<file path="config.mk">
export PLATFORM = sky130hd
export DESIGN_NAME = frame_hist_packer
export DESIGN_NICKNAME = d
export VERILOG_FILES = /design/src/rtl/frame_hist_packer_pkg.sv /design/src/rtl/tx_byte_reg.sv /design/src/rtl/frame_hist_packer.sv
export SDC_FILE = /design/constraint.sdc
export NUM_CORES = 1
export LEC_CHECK = 0
export CAP_MARGIN = 5
export CORE_UTILIZATION = 67
export DETAILED_ROUTE_END_ITERATION = 8
export HOLD_SLACK_MARGIN = 0.02
export PLACE_DENSITY = 0.92
export SYNTH_ARGS = -nofsm -noshare
export SYNTH_HDL_FRONTEND = slang
export SYNTH_HIERARCHICAL = 1
export SYNTH_SLANG_ARGS = --single-unit
</file>
<file path="constraint.sdc">
create_clock -name clk -period 11.43 [get_ports clk]
set_input_delay 3.429 -clock clk [delete_from_list [all_inputs] [get_ports clk]]
set_output_delay 3.429 -clock clk [all_outputs]
set_load 0.02 [all_outputs]
</file>
<file path="src/rtl/frame_hist_packer_pkg.sv">
// rtl/frame_hist_packer_pkg.sv - shared sizes, packet constants and FSM encoding
package frame_hist_packer_pkg;

  localparam int DEF_DATA_SIZE   = 4;
  localparam int DEF_DATA_NUM    = 16;
  localparam int DEF_LENGTH      = 64;
  localparam int DEF_LENGTH_SIZE = 6;

  localparam logic [7:0] HEAD_BYTE0 = 8'hA5;
  localparam logic [7:0] HEAD_BYTE1 = 8'h5A;
  localparam int         PKT_LEN    = 51;
  localparam int         FRAME_BYTES = DEF_LENGTH / 2;

  // Byte index where each packet section begins
  localparam logic [5:0] IDX_FRAME0 = 6'd2;
  localparam logic [5:0] IDX_HIST0  = 6'(2 + FRAME_BYTES);
  localparam logic [5:0] IDX_CSUM   = 6'(PKT_LEN - 1);

  localparam logic [2:0] S_IDLE  = 3'd0;
  localparam logic [2:0] S_CAPT  = 3'd1;
  localparam logic [2:0] S_HEAD  = 3'd2;
  localparam logic [2:0] S_FRAME = 3'd3;
  localparam logic [2:0] S_HIST  = 3'd4;
  localparam logic [2:0] S_CSUM  = 3'd5;

  function automatic logic [2:0] stateForIdx(input logic [5:0] idx);
    if (idx < IDX_FRAME0) return S_HEAD;
    if (idx < IDX_HIST0)  return S_FRAME;
    if (idx < IDX_CSUM)   return S_HIST;
    return S_CSUM;
  endfunction

endpackage

</file>
<file path="src/rtl/tx_byte_reg.sv">
// rtl/tx_byte_reg.sv - output byte register holding TxData/TxValid across the TxReady handshake
module tx_byte_reg (
  input  logic       clk,
  input  logic       rstn,
  input  logic       loadEn,
  input  logic [7:0] loadData,
  input  logic       clearEn,
  input  logic       TxReady,
  output logic [7:0] TxData,
  output logic       TxValid,
  output logic       xfer
);

  assign xfer = TxValid && TxReady;

  always_ff @(posedge clk or negedge rstn) begin
    if (!rstn) begin
      TxData  <= 8'h00;
      TxValid <= 1'b0;
    end else if (loadEn) begin
      TxData  <= loadData;
      TxValid <= 1'b1;
    end else if (clearEn) begin
      TxData  <= 8'h00;
      TxValid <= 1'b0;
    end
  end

endmodule

</file>
<file path="src/rtl/frame_hist_packer.sv">
// rtl/frame_hist_packer.sv - captures a frame and histogram, then streams them as a 51-byte packet
module frame_hist_packer
  import frame_hist_packer_pkg::*;
#(
  parameter int DATA_SIZE   = DEF_DATA_SIZE,
  parameter int DATA_NUM    = DEF_DATA_NUM,
  parameter int LENGTH      = DEF_LENGTH,
  parameter int LENGTH_SIZE = DEF_LENGTH_SIZE
) (
  input  logic                   clk,
  input  logic                   rstn,
  input  logic                   FramEn,
  input  logic [LENGTH_SIZE-1:0] FramAdd,
  input  logic [DATA_SIZE-1:0]   FramData,
  input  logic                   HistaEn,
  input  logic [DATA_SIZE-1:0]   HistaAdd,
  input  logic [LENGTH_SIZE-1:0] HistaData,
  output logic [7:0]             TxData,
  output logic                   TxValid,
  input  logic                   TxReady,
  output logic                   Busy,
  output logic                   Overrun
);

  logic [DATA_SIZE-1:0]   frameBuf [LENGTH];
  logic [LENGTH_SIZE-1:0] histBuf  [DATA_NUM];

  logic [2:0] state;
  logic [5:0] byteIdx;
  logic [5:0] loadIdx;
  logic [7:0] csum;
  logic [7:0] loadData;
  logic [4:0] frameOff;
  logic [3:0] histOff;
  logic       xfer;
  logic       lastXfer;
  logic       startPkt;
  logic       loadEn;
  logic       capWrite;

  assign Busy     = (state != S_IDLE) && (state != S_CAPT);
  assign capWrite = !Busy && (FramEn || HistaEn);
  assign startPkt = !Busy && FramEn && (FramAdd == LENGTH_SIZE'(LENGTH - 1));
  assign lastXfer = xfer && (byteIdx == IDX_CSUM);
  assign loadEn   = startPkt || (xfer && !lastXfer);

  // The byte being loaded is always the one after the byte on the wire
  assign loadIdx  = Busy ? byteIdx + 6'd1 : 6'd0;
  assign frameOff = 5'(loadIdx - IDX_FRAME0);
  assign histOff  = 4'(loadIdx - IDX_HIST0);

  always_comb begin
    loadData = csum;
    if (loadIdx == 6'd0)
      loadData = HEAD_BYTE0;
    else if (loadIdx == 6'd1)
      loadData = HEAD_BYTE1;
    else if (loadIdx < IDX_HIST0)
      loadData = 8'({frameBuf[{frameOff, 1'b1}], frameBuf[{frameOff, 1'b0}]});
    else if (loadIdx < IDX_CSUM)
      loadData = 8'(histBuf[histOff]);
  end

  always_ff @(posedge clk or negedge rstn) begin
    if (!rstn) begin
      state   <= S_IDLE;
      byteIdx <= 6'd0;
      csum    <= 8'h00;
      Overrun <= 1'b0;
    end else begin
      if (Busy && (FramEn || HistaEn))
        Overrun <= 1'b1;
      if (startPkt) begin
        state   <= S_HEAD;
        byteIdx <= 6'd0;
        csum    <= 8'h00;
      end else if (lastXfer) begin
        state   <= S_IDLE;
        byteIdx <= 6'd0;
      end else if (xfer) begin
        byteIdx <= loadIdx;
        state   <= stateForIdx(loadIdx);
        // Sum each payload byte as it is loaded so the total is ready for the last slot
        if (loadIdx >= IDX_FRAME0 && loadIdx < IDX_CSUM)
          csum <= csum + loadData;
      end else if (capWrite) begin
        state <= S_CAPT;
      end
    end
  end

  always_ff @(posedge clk or negedge rstn) begin
    if (!rstn) begin
      for (int i = 0; i < LENGTH; i++)   frameBuf[i] <= '0;
      for (int i = 0; i < DATA_NUM; i++) histBuf[i]  <= '0;
    end else begin
      if (!Busy && FramEn)  frameBuf[FramAdd] <= FramData;
      if (!Busy && HistaEn) histBuf[HistaAdd] <= HistaData;
    end
  end

  tx_byte_reg uTxByte (
    .clk      (clk),
    .rstn     (rstn),
    .loadEn   (loadEn),
    .loadData (loadData),
    .clearEn  (lastXfer),
    .TxReady  (TxReady),
    .TxData   (TxData),
    .TxValid  (TxValid),
    .xfer     (xfer)
  );

endmodule

</file>
# Yosys cells after proc, flatten, opt, wreduce, memory -nomap -nowiden
# Index checks and enable logic that the tools add are counted.
# W data, S select, Z words.
# op_classes
n_reduce_logical	24
muxes	56
bitwise	5
magnitude_cmp	11
n_eq_ne	5
addsub	4
# op_table
op	n
$bwmux W256	1
$bwmux W96	1
$mux W8	10
$bmux W4 S6	2
$mux W6	7
$mux W3	10
$bmux W6 S4	1
$demux W4 S6	1
$demux W6 S4	1
$ge A7 B7 Y1 const B	3
$not A6 Y7	3
$mux W4	5
$mux W1	17
$eq A6 B6 Y1 const B	2
$logic_and A1 B1 Y1	12
$lt A6 B6 Y1 const B	2
$ge A5 B5 Y1 const B	2
$not A4 Y5	2
$add A8 B8 Y8	1
$lt A7 B1 Y1 const B	1
$add A6 B1 Y6 const B	1
$eq A6 B1 Y1 const B	1
$ge A6 B2 Y1 const B	1
$logic_not A6 Y1	1
12 further kinds	17
# word_totals
word_cells	191
register_bits	379

# Logic depth before layout (Yosys ltp)
# Gate-level depths: netlist (run 1).
# logic_depth
word_depth	23
mapped_depth	29
mapped_depth_nobuf	23

# Cells and area by module
# The synthesis (run 1) kept the hierarchy.
# by_module_without_submodules
mod	cells_per_inst	seq_area_each_um2	area_each_um2	n_inst
frame_hist_packer	1540	9233.9	18023.5	1
tx_byte_reg	22	225.2	345.3	1

# Least setup slack after synthesis (run 1)
# OpenSTA, ideal clock, no wires.
# synth_timing
kind	register to register
startpoint	register byteIdx[0]
endpoint	register csum[7]
t_required_ns	11.299
stages_incl_launch_ff	30
t_arrival_ns	5.502
path_slack_ns	5.797
n_path_buf	8
setup_time_ns	0.131
path_cell_list	dfrtp_1 -> buf_6 -> buf_4 -> buf_2 -> inv_1 -> ha_1 -> o21bai_1 -> buf_2 -> buf_2 -> buf_2 -> ha_1 -> inv_1 -> clkbuf_1 -> clkbuf_1 -> a221oi_1 -> a22oi_1 -> and3_1 -> a311oi_1 -> o21ai_0 -> o21ai_0 -> a21oi_1 -> ha_1 -> a21o_1 -> a21oi_1 -> o21ai_0 -> o41ai_1 -> nor4_1 -> mux2_2 -> nor3_1 -> nor3_2
# synth_via
elab_chain_cells	16
elab_cells_between_ends	36
cone_classes	4 x add/sub; 3 x order compare; 3 x eq/ne; 18 x mux; 3 x bitwise; 5 x reduce/logical
# synth_lines
item	line_no	rtl
from (decl)	frame_hist_packer.sv:29	logic [5:0] byteIdx;
from (signal assigned)	frame_hist_packer.sv:81	byteIdx <= loadIdx;
$add A6 B1 Y6 *	frame_hist_packer.sv:48	assign loadIdx = Busy ? byteIdx + 6'd1 : 6'd0;
$mux W6 *	frame_hist_packer.sv:48	
parallel branches: the longest is 8 deep, another holds $sub A5 B2 Y5	n/a	
$mux W8 *	frame_hist_packer.sv:54	if (loadIdx == 6'd0)
via loadData[1]	frame_hist_packer.sv:32	logic [7:0] loadData;
$add A8 B8 Y8 *	frame_hist_packer.sv:85	csum <= csum + loadData;
$mux W8 *	frame_hist_packer.sv:84	if (loadIdx >= IDX_FRAME0 && loadIdx < IDX_CSUM)
$mux W8 *	frame_hist_packer.sv:80	end else if (xfer) begin
$mux W8 *	frame_hist_packer.sv:77	end else if (lastXfer) begin
$mux W8 *	frame_hist_packer.sv:73	if (startPkt) begin
to (signal assigned)	frame_hist_packer.sv:85	
to (decl)	frame_hist_packer.sv:31	logic [7:0] csum;
# Mark *: on every way through the listed nets, which the timed path passes. The select of a mux whose other input is x is not followed.
# A chain may end at the register's enable or synchronous reset.

# Final worst setup path (run 1)
# Same ends and word-level chain as after synthesis.

==> flow_summary.toml, run 1 <==
[status]
status = "completed"

[synth]
synth_area_leader_cell = "dfrtp_1"
synth_fp_nets = 1599
synth_flop_cell = "dfrtp_1"
synth_top_area_share = 0.515
synth_area_leaders = "dfrtp_1 51%, mux2_2 23%, o21ai_0 2.6%"
yosysSeqAreaShare = 0.515
yosys_warnings = 6
synth_cell_types = 72
synth.avg_cell_area_um2 = 11.8
yosys_register_bits = 378
synth_edf_count = 0
synth_cells = 1562
synthArstFlopShare = 1.00
syn_area_um2 = 18400

[setup_path]
critPathBufInv = 2
cp_data_arrival_time_ps = 6780
r2r-end = "csum[7]"
cp-end-kind = "register"
cp-start-kind = "register"
rr_worst_depth = 21
cp_max_fo = 57
worstPathRequired_ps = 11830
critPathSlowestCell = "buf_4"
cp_top_family = "compound AO/OA/AOI/OAI gates"
cpPeakStageDelay_ps = 590
path_cells = "inv_1 > ha_1 > o21bai_2 > ha_2 > buf_4 > a221o_1 > o22ai_1 > nor3_1 > nor3_1 > o21ai_0 > o21ai_0 > a21oi_1 > ha_1 > a21o_1 > a21oi_1 > o21ai_0 > o41ai_1 > nor4_1 > mux2_2 > nor3_1 > nor3_2"
crit_type = "reg -> reg"
ff2ff_setup_slack_ps = 5050
reg2reg_from = "byteIdx[0]"

[sta]
setup_ws_ps = 5050
slew_headroom = 0.126
worst_pin_slew_ps = 1300
finalSetupViolCount = 0
tns_ps = 0
timing.fmax_mhz = 157
final-max-slew-violation-count = 0
fin_crit_sh = 0.558
hold_viol_final = 0
rsz0062_at_grt = "no"
period_needed_ps = 6380
skew_ps = 25.0

[die]
io_pins = 36
fp.dieArea_um2 = 28100
start_util = 0.682
rows = 60
core_um2 = 27000
die_y_um = 168
die-width_um = 168

[cells_and_area]
post-route-util = 0.752
final_area_um2 = 20300
fin_cells = 1933
num_antenna_cells = 0
drive_gt1_frac = 0.305
layout_common_cells = "377 x dfrtp_1, 373 x mux2_2, 112 x nand2_1, 95 x o21ai_0, 69 x nor2_1"
fill_cells = 1558
area_delta_synth_final_pct = 10.4
layout.nets = 1598
final_common_cell = "dfrtp_1"

[global_route]
grtUsageMet2 = 0.584
grt_pass1_wl_um = 77500
track_usage = 0.356
use_met3 = 0.0756
grt.busiest_layer = "met2"
grt_pass1_vias = 13900
gr-total-overflow = 0
antenna_found_initial = 0
grt_max_degree = 174
use_met1 = 0.444

[detailed_routing]
drc = 0
wirelength_um = 48900
route.detailed.wl_per_inst_um = 25.3
drt_first_pass_iters = 6
vias = 13600
drt_iter0_drc = 1914
viasPerCell = 7.05
ant_nets = 0

[clock_tree]
h-tree-depth = 2
cts_buffer_depth = 3
cts_setup_buffers = 0
numCtsBuffers = 39
insertion_delay_ps = 540
clk_pin_slew_ps = 60
root_buffer = "clkbuf_16"
cts.sinks = 378
hold_buffers = 0
postCtsResizedCells = 0
cts_tree = "done"

[placed_design]
place_area_um2 = 18900
place_congestion = 0.978
dp.cells = 1861
dp_slack_ps = 5310
io_buffer_count = 35
dp_hpwl_um = 29800

[min_path]
worst_hold_path.num_cells = 1
min_from = "uTxByte/TxData[3]"
holdCritPathClass = "reg -> reg"
hold_path_end = "uTxByte/TxData[3]"

[power_and_ir_drop]
power.leakage_nw = 9.42
powerDensity_nw_per_um2 = 228
vdd_drop_max_uv = 168

[job]
maxCapViolCount = 0
-- flip-flops by register name, summed over array words and instances, names as in the netlist --
name             flops
state                2
frameBuf           256
uTxByte/TxData       8
histBuf             96
Overrun              1
csum                 8
uTxByte/TxValid      1
byteIdx              6
-- worst max-delay path by stage --
stage | slack, ps | end | cells after the start | startpoint
3_3_place_gp | 5470 | frameBuf[227] | 4 | FramAdd[3]
4_1_cts | 5340 | csum[7] | 21 | byteIdx[0]
2_1_floorplan | 5800 | csum[7] | 29 | byteIdx[0]
5_1_grt | 4840 | csum[7] | 22 | byteIdx[0]
6_report | 5050 | csum[7] | 21 | byteIdx[0]
3_5_place_dp | 5310 | frameBuf[226] | 4 | FramAdd[3]
-- report_power, final --
part / internal, mW / switching, mW
Combinational: 0.643 / 0.998
Clock: 0.800 / 0.537
Sequential: 1.53 / 0.115
Total: 2.97 / 1.65
-- cells by family (layout without fill, tap and decap cells) --
kind of cell               count (synthesis)  count (layout)  share of synthesized area
muxes                                    410             410                      0.250
DFF                                      378             378                      0.515
AOI/OAI and AO/OA                        321             321                      0.117
and+or+nand+nor                          281             281                     0.0712
buffers and inverters                    152             182                     0.0345
adders and majority gates                 12              12                    0.00858
xor gates and xnor gates                   8               8                    0.00381
-- cell usage after synthesis, types with 22 or more instances --
library cell	n
nand2_1	112
o22ai_1	32
a21oi_1	58
a221o_1	22
o21ai_0	95
clkbuf_1	58
inv_1	54
mux2_2	373
dfrtp_1	378
mux2i_1	35
nor3_1	29
nor2_1	69
-- final cells by class --
class                   instances  area, um^2  area share
clock inverters                16         228      0.0112
repair buffers                 55         498      0.0246
multi-input cells            1032        8330       0.411
inverters                      55         206      0.0102
flip-flops and latches        378        9460       0.467
clock buffers                  56        1120      0.0553
well taps                     341         427      0.0210
-- metal layers --
metal | part of all wire | routed length, um
met1 | 0.37 | 18100
met2 | 0.48 | 23500
met3 | 0.095 | 4620
met4 | 0.056 | 2730
met5 | 0 | 0
-- per-stage QoR --
step	total power, mW	hold slack (ps)
final	4.62	498
after detailed placement	3.20	484
after CTS	4.56	497
after floorplan	2.73	471
after global routing	4.80	514
after global placement	3.14	480
(Power assumes the default switching activity.)
==> run 2, diff against run 1 <==
CORE_UTILIZATION = 63   (was 67)
PLACE_DENSITY = 0.87   (was 0.92)
clock period = 5.9 ns   (was 11.43 ns; I/O delays follow)
==> run 2 against run 1 <==
Compared with the run above: cell count is 2.9% higher; worst hold slack better by 1.7 ps; die area is 6.3% higher.
==> flow_summary.toml, run 2 (same netlist as run 1, synthesis figures left out) <==
[clock_tree]
h-tree-depth = 2
cts_buffer_depth = 3
postCtsResizedCells = 0
cts_tree = "done"
hold_buffers = 0
numCtsBuffers = 39
cts_setup_buffers = 0
root_buffer = "clkbuf_16"
clk_pin_slew_ps = 70
cts.sinks = 378
insertion_delay_ps = 530

[detailed_routing]
drt_first_pass_iters = 7
route.detailed.wl_per_inst_um = 24.3
drt_iter0_drc = 1657
vias = 13600
wirelength_um = 48300
drc = 0
viasPerCell = 6.82
ant_nets = 0

[sta]
worst_pin_slew_ps = 1100
finalSetupViolCount = 0
timing.fmax_mhz = 174
hold_ws_ps = 499
slew_headroom = 0.260
hold_viol_final = 0
tns_ps = 0
skew_ps = 12.8
period_needed_ps = 5740
fin_crit_sh = 0.973
final-max-slew-violation-count = 0

[cells_and_area]
drive_gt1_frac = 0.314
fin_cells = 1990
reg.largest.list = "frameBuf (256), histBuf (96)"
fill_cells = 1829
regMostFlops = "frameBuf"
final_area_um2 = 20500
layout_common_cells = "377 x dfrtp_1, 373 x mux2_2, 112 x nand2_1, 95 x o21ai_0, 68 x nor2_1"
layout.nets = 1613
largest_register_ffs = 256
num_antenna_cells = 0
final_common_cell = "dfrtp_1"
area_delta_synth_final_pct = 11.5

[setup_path]
crit_type = "reg -> reg"
cp_data_arrival_time_ps = 6160
worstPathRequired_ps = 6320
cp-start-kind = "register"
rr_worst_depth = 22
cp-end-kind = "register"
cp_max_fo = 10

[status]
status = "completed"

[global_route]
grt_max_degree = 134
gr-total-overflow = 0
grt_pass1_wl_um = 77200
track_usage = 0.327
antenna_found_initial = 0
grt_pass1_vias = 13900

[min_path]
holdCritPathClass = "reg -> reg"
worst_hold_path.num_cells = 1

[die]
die_y_um = 173
start_util = 0.640
io_pins = 36
core_um2 = 28700
fp.dieArea_um2 = 29800
die-width_um = 173
rows = 62

[power_and_ir_drop]
seqPwrFrac = 0.354
finalPower_mw = 8.99
power_switching_mw = 3.14
p_int_mw = 5.85
powerDensity_nw_per_um2 = 439
clockPowerShare = 0.291
comb_power_share = 0.356
vdd_drop_max_uv = 310
power.leakage_nw = 9.52
swShare = 0.349

[placed_design]
place_congestion = 0.942
dp.cells = 1919
io_buffer_count = 35
place_area_um2 = 19100
dp_hpwl_um = 30700

[job]
maxCapViolCount = 0
==> run 2: final timing paths <==
kind | end | start | slack [ps]
setup / recovery | csum[7] | byteIdx[0] | 160
hold / removal | frameBuf[255] | frameBuf[255] | 500
setup reg to reg | csum[7] | byteIdx[0] | 160
hold reg to reg | frameBuf[255] | frameBuf[255] | 500
max in group asynchronous | frameBuf[255] | rstn | 3300
min in group asynchronous | histBuf[47] | rstn | 1320
==> run 2: layer usage <==
layer,GRT usage,part of all wire,vias up
met4,0.152,0.047,0
met2,0.521,0.47,816
met3,0.0624,0.092,190
met5,0,0,-
li1,-,-,5716
met1,0.437,0.39,6847
==> run 2: area by class of cell <==
cell class	count	area (um^2)	share of cell area
Clock buffer	55	1150	0.0561
Tap cell	384	480	0.0235
Sequential cell	378	9460	0.462
Clock inverter	16	214	0.0104
Multi-Input combinational cell	1032	8340	0.407
Timing Repair Buffer	70	636	0.0310
Inverter	55	206	0.0101
==> run 2: stage by stage <==
step	worst slack (ps)	util
5_1_grt	-106	0.714
3_3_place_gp	500	0.666
3_5_place_dp	346	0.666
6_report	160	0.714
2_1_floorplan	267	-
4_1_cts	278	0.714
==> run 2: critical path: stages (launching register included) <==
cell and delay [ps]:
dfrtp_4 490, inv_1 170, ha_1 350, o21bai_2 260, ha_2 320, inv_1 390, buf_4 280, a221o_1 160
o22ai_1 90, nor3_1 180, nor3_1 80, o21ai_0 410, o21ai_0 190, a21oi_1 370, ha_1 310, a21o_1 150
a21oi_1 270, o21ai_0 220, o41ai_2 330, nor4_1 90, mux2_2 280, nor3_1 180, nor3_2 70
==> run 2: power groups by stage <==
| stage | clock network (mW) | registers [mW] | logic (mW) |
|---|---|---|---|
| after floorplan | 0 | 3.17 | 2.12 |
| after global placement | 0 | 3.19 | 2.95 |
| after detailed placement | 0 | 3.22 | 3.05 |
| after CTS | 2.62 | 3.18 | 3.09 |
| after global routing | 2.72 | 3.22 | 3.41 |
| final | 2.61 | 3.18 | 3.20 |
